--- config.mk ---
export PLATFORM = sky130hd
export DESIGN_NAME = uart_receiver
export DESIGN_NICKNAME = d
export VERILOG_FILES = /design/src/rtl/uart_receiver.sv
export SDC_FILE = /design/constraint.sdc
export NUM_CORES = 1
export LEC_CHECK = 0
export BUFFER_PORTS_ARGS = -buffer_cell sky130_fd_sc_hd__buf_4
export CAP_MARGIN = 10
export CORE_MARGIN = 2
export CORE_UTILIZATION = 53
export DETAILED_ROUTE_END_ITERATION = 7
export HOLD_SLACK_MARGIN = 0.08
export PLACE_DENSITY = 0.78
export SLEW_MARGIN = 20
export SYNTH_ARGS = -nofsm -noshare
export SYNTH_HDL_FRONTEND = slang
export SYNTH_SLANG_ARGS = --single-unit
--- constraint.sdc ---
create_clock -name clk -period 2.5 [get_ports clk]
set_input_delay 0.5 -clock clk [delete_from_list [all_inputs] [get_ports clk]]
set_output_delay 0.5 -clock clk [all_outputs]
set_load 0.01 [all_outputs]
--- src/rtl/uart_receiver.sv ---
// 8N1 UART receiver: 2-flop input synchronizer, oversampled tick generator and
// a five-state FSM that samples each bit at its midpoint and reports framing errors.
module uart_receiver #(
  parameter int CLK_FREQ   = 100_000_000,
  parameter int BAUD_RATE  = 9600,
  parameter int OVERSAMPLE = 16
) (
  input  logic       clk,
  input  logic       reset,
  input  logic       RxD,
  output logic [7:0] data,
  output logic       data_valid,
  output logic       framing_error,
  output logic       busy,
  output logic [2:0] dbg_state
);

  localparam int DIV_RAW = CLK_FREQ / (BAUD_RATE * OVERSAMPLE);
  localparam int DIV     = (DIV_RAW < 1) ? 1 : DIV_RAW;
  localparam int TW      = (DIV > 1) ? $clog2(DIV) : 1;
  localparam int SW      = $clog2(OVERSAMPLE + 1);
  localparam int HALF    = (OVERSAMPLE / 2 > 0) ? OVERSAMPLE / 2 - 1 : 0;

  localparam logic [TW-1:0] TICK_LAST = TW'(DIV - 1);
  localparam logic [SW-1:0] SAMP_LAST = SW'(OVERSAMPLE - 1);
  localparam logic [SW-1:0] HALF_LAST = SW'(HALF);

  typedef enum logic [2:0] {
    S_IDLE      = 3'd0,
    S_START     = 3'd1,
    S_DATA      = 3'd2,
    S_STOP      = 3'd3,
    S_WAIT_IDLE = 3'd4
  } state_t;

  state_t          r_state;
  state_t          w_state_nxt;
  logic            r_rx_meta;
  logic            r_rx_s;
  logic [TW-1:0]   r_tick_cnt;
  logic            w_tick;
  logic            w_tick_clr;
  logic [SW-1:0]   r_samp_cnt;
  logic [SW-1:0]   w_samp_nxt;
  logic [2:0]      r_bit_cnt;
  logic [2:0]      w_bit_nxt;
  logic [7:0]      r_shift;
  logic [7:0]      w_shift_nxt;
  logic [7:0]      r_data;
  logic [7:0]      w_data_nxt;
  logic            r_dv;
  logic            w_dv_nxt;
  logic            r_fe;
  logic            w_fe_nxt;

  // Synchronizer resets to the idle-line level so reset never looks like a start bit.
  always_ff @(posedge clk) begin
    if (!reset) begin
      r_rx_meta <= 1'b1;
      r_rx_s    <= 1'b1;
    end else begin
      r_rx_meta <= RxD;
      r_rx_s    <= r_rx_meta;
    end
  end

  assign w_tick = (r_tick_cnt == TICK_LAST);

  always_ff @(posedge clk) begin
    if (!reset || w_tick_clr || w_tick) r_tick_cnt <= '0;
    else                                r_tick_cnt <= r_tick_cnt + TW'(1);
  end

  // data_valid / framing_error are single-cycle strobes with no ready input:
  // the consumer must capture data in the cycle data_valid is high.
  always_comb begin
    w_state_nxt = r_state;
    w_samp_nxt  = r_samp_cnt;
    w_bit_nxt   = r_bit_cnt;
    w_shift_nxt = r_shift;
    w_data_nxt  = r_data;
    w_dv_nxt    = 1'b0;
    w_fe_nxt    = 1'b0;
    w_tick_clr  = 1'b0;
    unique case (r_state)
      S_IDLE: begin
        if (!r_rx_s) begin
          w_state_nxt = S_START;
          w_samp_nxt  = '0;
          w_bit_nxt   = '0;
          w_tick_clr  = 1'b1;
        end
      end
      S_START: begin
        if (w_tick) begin
          if (r_samp_cnt == HALF_LAST) begin
            w_samp_nxt  = '0;
            w_state_nxt = r_rx_s ? S_IDLE : S_DATA;
          end else begin
            w_samp_nxt = r_samp_cnt + SW'(1);
          end
        end
      end
      S_DATA: begin
        if (w_tick) begin
          if (r_samp_cnt == SAMP_LAST) begin
            w_samp_nxt  = '0;
            w_shift_nxt = {r_rx_s, r_shift[7:1]};
            w_bit_nxt   = r_bit_cnt + 3'd1;
            if (r_bit_cnt == 3'd7) w_state_nxt = S_STOP;
          end else begin
            w_samp_nxt = r_samp_cnt + SW'(1);
          end
        end
      end
      S_STOP: begin
        if (w_tick) begin
          if (r_samp_cnt == SAMP_LAST) begin
            w_samp_nxt = '0;
            if (r_rx_s) begin
              w_data_nxt  = r_shift;
              w_dv_nxt    = 1'b1;
              w_state_nxt = S_IDLE;
            end else begin
              w_fe_nxt    = 1'b1;
              w_state_nxt = S_WAIT_IDLE;
            end
          end else begin
            w_samp_nxt = r_samp_cnt + SW'(1);
          end
        end
      end
      S_WAIT_IDLE: begin
        if (r_rx_s) w_state_nxt = S_IDLE;
      end
      default: w_state_nxt = S_IDLE;
    endcase
  end

  always_ff @(posedge clk) begin
    if (!reset) begin
      r_state    <= S_IDLE;
      r_samp_cnt <= '0;
      r_bit_cnt  <= '0;
      r_shift    <= 8'h00;
      r_data     <= 8'h00;
      r_dv       <= 1'b0;
      r_fe       <= 1'b0;
    end else begin
      r_state    <= w_state_nxt;
      r_samp_cnt <= w_samp_nxt;
      r_bit_cnt  <= w_bit_nxt;
      r_shift    <= w_shift_nxt;
      r_data     <= w_data_nxt;
      r_dv       <= w_dv_nxt;
      r_fe       <= w_fe_nxt;
    end
  end

  assign data          = r_data;
  assign data_valid    = r_dv;
  assign framing_error = r_fe;
  assign busy          = (r_state != S_IDLE);
  assign dbg_state     = r_state;

endmodule

# Word-level counts from Yosys, hierarchy flattened

Index checks and enable logic that the tools add are counted.

Register bits after elaboration: 41
Input port bits: 3
Output and inout port bits: 14
Word-level logic and storage cells: 70

$add $sub $neg: 3
Equal/unequal tests: 18
Muxes and demuxes: 25
Reduce and logical (&&, ||, !) cells: 14

Operators by type and width:

| cell                                                  | number |
|---|---|
| two-way mux 3 bit                                     | 13 |
| two-way mux 5 bit                                     | 5 |
| inequality test 2 bit, second input constant          | 9 |
| AND reduction 4 bit                                   | 4 |
| case mux 3 bit (5 select lines)                       | 1 |
| case mux 5 bit (3 select lines)                       | 1 |
| adder 10 x 1 -> 10 bit, second input constant         | 1 |
| equality test 10 bit, second input constant           | 1 |
| AND reduction 9 bit                                   | 1 |
| equality test 3 x 2 -> 1 bit, second input constant   | 2 |
| equality test 3 bit, second input constant            | 2 |
| case mux 3 bit (2 select lines)                       | 1 |
| nonzero test 3 bit                                    | 2 |
| adder 5 x 1 -> 5 bit, second input constant           | 1 |
| equality test 5 x 3 -> 1 bit, second input constant   | 1 |
| equality test 5 x 4 -> 1 bit, second input constant   | 1 |
| adder 3 x 1 -> 3 bit, second input constant           | 1 |
| equality test 3 x 1 -> 1 bit, second input constant   | 1 |
| zero test 3 bit                                       | 1 |
| two-way mux 1 bit                                     | 3 |
| AND reduction 3 bit                                   | 1 |
| logical OR 1 bit                                      | 2 |
| two-way mux 2 bit                                     | 1 |
| inequality test 2 x 1 -> 1 bit, second input constant | 1 |
| other kinds (3)                                       | 3 |

# Depth between registers and ports, before layout

Depth after elaboration: 5
Mapped depth: 9
Depth with buffers taken out: 8

# Least setup slack after synthesis

No wires, ideal clock.

Path type: register to register
From: register r_samp_cnt[0]
To: register r_samp_cnt[0]
Setup time: 70 ps
Data arrival time: 1851 ps
Data required time: 2430 ps
Slack: 578 ps
Cell stages (with the launch flop): 9
Buffers on the path: 0
Period minus slack after synthesis: 1922 ps
Cell sequence: dfxtp_1 -> ha_1 -> nand3_1 -> inv_1 -> ha_1 -> nand2b_1 -> o22ai_1 -> or4b_1 -> a21oi_1

Word-level cells in the longest chain between the ends: 4
Elaborated cells on any way between the ends: 8
Classes of those cells: 1 x add/sub; 2 x eq/ne; 5 x mux

Ends and longest elaborated chain:

| element                                      | RTL line      | source |
|---|---|---|
| from (decl)                                  | 43            | `logic [SW-1:0] r_samp_cnt;` |
| from (signal assigned)                       | 151           | `r_samp_cnt <= w_samp_nxt;` |
| adder 5 x 1 -> 5 bit (tied with other cells) | 100, 112, 129 |  |
| two-way mux 5 bit (on tied branches)         | 106, 118, 96  |  |
| two-way mux 5 bit (on tied branches)         | 117, 95       |  |
| case mux 5 bit (3 select lines) *            | 85            | `unique case (r_state)` |

Mark *: on every way between the ends. The rest lies on a longest branch, timed or not. The select of a mux whose other input is x is not followed.
A chain may end at the register's enable or synchronous reset.

# Final worst setup path

From: register r_samp_cnt[0]
To: register r_shift[4]

Word-level cells in the longest chain between the ends: 2

Ends and longest elaborated chain:

| element                              | RTL line | source |
|---|---|---|
| equality test 5 x 4 -> 1 bit         | 106      | `if (r_samp_cnt == SAMP_LAST) begin` |
| AND reduction 3 bit (no source line) | -        |  |
| to (signal assigned)                 | 153      | `r_shift <= w_shift_nxt;` |
| to (decl)                            | 47       | `logic [7:0] r_shift;` |

No other way between the ends.

==> summary.txt <==
STA
  – Final setup viols: 0
  – Setup TNS: 0 ps
  – Final Slew Violations: 0
  – Final hold vios: 0
  – FMAX: 469 MHz
  – RSZ-0062 raised after global routing: false
  – Worst slew pin tran: ~530 ps
  – Post-layout min period: between 2000 and 2500 ps
  – Final worst-path cycle share: 0.853
  – Slew margin rel.: 0.648
  – Final setup skew: roughly 14 ps

Layout
  – Layout cells sized above 1: 0.155
  – Nets: ~250
  – Area growth, synth to finish: 13.4%
  – N_diodes: 0
  – Most frequent cells in the layout: dfxtp_1 (41), nand3_1 (23), buf_4 (23)
  – Finished layout cell area: between 2000 and 2500 µm²
  – # fillers: around 310
  – Commonest non-fill, non-tap cell in the layout: dfxtp_1

Clock network
  – Clock-pin slew on the worst setup and hold paths: 140 ps
  – Num CTS Buffers: 5
  – H-tree Lvls: 2
  – CTS Root Cell: clkbuf_4
  – CTS Hold Bufs: 0
  – Clk_lat worst skew: between 300 and 400 ps
  – Sink Count: a little over 40
  – Clock buffer depth: 2
  – CTS tree: built
  – Setup bufs post-CTS: 0
  – Cts repair resizes: 0

Worst setup path
  – Crit path DAT: 2400 ps
  – R2R cell count: 9
  – Crit-path most repeated cell: ha_1
  – RR Startpoint: r_samp_cnt[0]
  – Crit path required time: 2770 ps
  – Crit path cell chain: ha_1 -> nand3_1 -> inv_1 -> ha_1 -> nand2_1 -> or4_1 -> buf_4 -> o21ai_0 -> a21oi_1
  – CP bufs+invs: 2
  – Nature of the critical path startpoint: register
  – Max incr delay on CP: around 480 ps
  – Slowest library cell on the worst path: or4_1
  – Crit-path max FO: 18
  – Cell family with most CP delay: simple AND/OR/NAND/NOR gates
  – R2r setup slk: around 370 ps
  – Crit end category: register
  – Worst r2r dst: r_shift[4]
  – Crit path kind: reg -> reg

Die
  – I/O pin cnt: 17
  – DIE WIDTH: around 64 µm
  – # rows: 21
  – Die ar.: 4110 µm²
  – Starting Density: 0.564
  – CORE AREA: about 3400 µm²
  – Die Span Y: about 64 µm

Routing
  – Met2 wire len: 1910 µm
  – Met1 WL: 1860 µm
  – DR pass1 iterations: 4
  – WL final: 3990 µm
  – Post-route ant nets: 0
  – DRT iter0 DRCs: between 100 and 150
  – Wire length on met3: between 100 and 150 µm
  – Top routing layer in use: met4
  – Via/cell ratio: roughly 5.8
  – Drt drc: 0
  – Wire per inst: 14.0 µm
  – Routed via count: about 1700

Power
  – Combinational power share: 0.043
  – Power Density: between 500 and 600 nW/µm²
  – Cell Int Power: between 0.8 and 0.9 mW
  – Leakage: slightly below 0.8 nW
  – Sw frac: 0.236
  – Peak supply drop: 0.325 mV
  – P_sw: around 0.28 mW
  – Clk network pwr share: 0.382
  – Sequential power share: 0.575

Yosys
  – EDFF count, synth: 0
  – Ys flop type: dfxtp_1
  – Syn_area_per_cell: about 8.6 µm²
  – Ys Warns: 0
  – Seq/Total Area, Yosys: 0.429
  – Post-synthesis cell type count: 47
  – Post-synthesis register bit count: about 40
  – Mapped cell area: 1910 µm²
  – Mapped Cells: ~220
  – Post-synth net total: ~230
  – Post-synth ARST share: 0

Hold path
  – WHS Endpoint: r_rx_meta
  – Worst hold path type: in -> reg
  – Worst Hold Depth: 2
  – Hold path start: RxD

Global route
  – Overflow after GRT: 0
  – Gr usage total: 0.217
  – First-pass GRT wire length: approximately 7000 µm
  – Initial antenna violation count: 0
  – Vias in the first global route: 1581
  – Pin count of the biggest net entering global routing: 26

Place
  – DP Wirelength: between 2000 and 3000 µm
  – Dpl cell area: about 2100 µm²
  – I/O Buffers: 16
  – Final Wtd Congestion: 0.877

Status
  – Status: finished clean

Job
  – Max-cap violations: 0
## Yosys cell counts, types with 5 or more instances
cell	count	area, µm²
nor3_1	6	30.0
nand3_1	23	115
a21oi_1	21	105
xnor2_1	6	52.6
nor4_1	5	31.3
nand2b_1	6	37.5
nand2_1	6	22.5
inv_1	5	18.8
clkbuf_1	13	48.8
o21ai_0	20	100
ha_1	7	87.6
nor2_1	16	60.1
dfxtp_1	41	821
## through the flow
| stage | setup WS [ps] | power, mW | utilization | hold slack, ps | instances |
|---|---|---|---|---|---|
| 3_5_place_dp | 356 | 0.737 | 0.615 | 407 | 276 |
| 4_1_cts | 361 | 1.17 | 0.640 | 314 | 284 |
| 2_1_floorplan | 578 | 0.719 | - | 386 | 222 |
| 6_report | 368 | 1.17 | 0.640 | 317 | 284 |
| 3_3_place_gp | 441 | 0.736 | 0.615 | 390 | 276 |
| 5_1_grt | 116 | 1.21 | 0.640 | 318 | 284 |
## flip-flops by register name (all words and copies together), names as in the netlist
signal	count
framing_error	1
r_bit_cnt	3
dbg_state	3
data_valid	1
r_samp_cnt	5
r_rx_meta	1
r_rx_s	1
data	8
r_shift	8
r_tick_cnt	10
## final cells by class
type / count / area [µm²] / share of cell area
clock buffers: 5 / 37.5 / 0.0173
clock inverters: 3 / 46.3 / 0.0213
inverters: 6 / 22.5 / 0.0104
multi-input cells: 160 / 1010 / 0.467
flip-flops and latches: 41 / 821 / 0.378
well taps: 46 / 57.6 / 0.0265
repair buffers: 23 / 173 / 0.0796
## kinds of logic (layout without fill, tap and decap cells)
| family | after synthesis | after routing | share of synthesized area |
|---|---|---|---|
| multiplexers | 1 | 1 | 0.00523 |
| XOR/XNOR | 8 | 8 | 0.0366 |
| adder cells (fa/ha/maj) | 7 | 7 | 0.0458 |
| flip-flops | 41 | 41 | 0.429 |
| AO/OA/AOI/OAI | 57 | 57 | 0.183 |
| buffers and inverters | 21 | 37 | 0.0419 |
| AND/OR/NAND/NOR | 87 | 87 | 0.258 |
## worst max path at each step
stage,start,end,slack (ps),cells past startpoint
after floorplan,r_samp_cnt[0],r_samp_cnt[0],580,8
after global placement,r_samp_cnt[0],r_shift[4],440,9
after detailed placement,r_samp_cnt[0],r_shift[4],360,9
after CTS,r_samp_cnt[0],r_shift[4],360,9
after global routing,r_samp_cnt[0],r_shift[4],120,9
final,r_samp_cnt[0],r_shift[4],370,9
## per-layer routing
| metal | vias to the layer above | track usage |
|---|---|---|
| met2 | 30 | 0.359 |
| met3 | 7 | 0.0423 |
| met1 | 769 | 0.271 |
| met4 | 0 | 0.103 |
| met5 | - | 0 |
| li1 | 845 | - |
## power groups by stage
stage | logic [mW] | registers (mW) | clock network (mW)
final | 0.0508 | 0.672 | 0.446
after global placement | 0.0501 | 0.686 | 0
after detailed placement | 0.0507 | 0.686 | 0
after CTS | 0.0510 | 0.671 | 0.452
after global routing | 0.0581 | 0.674 | 0.474
after floorplan | 0.0367 | 0.682 | 0
No activity file was read; power rests on OpenSTA's default activity.
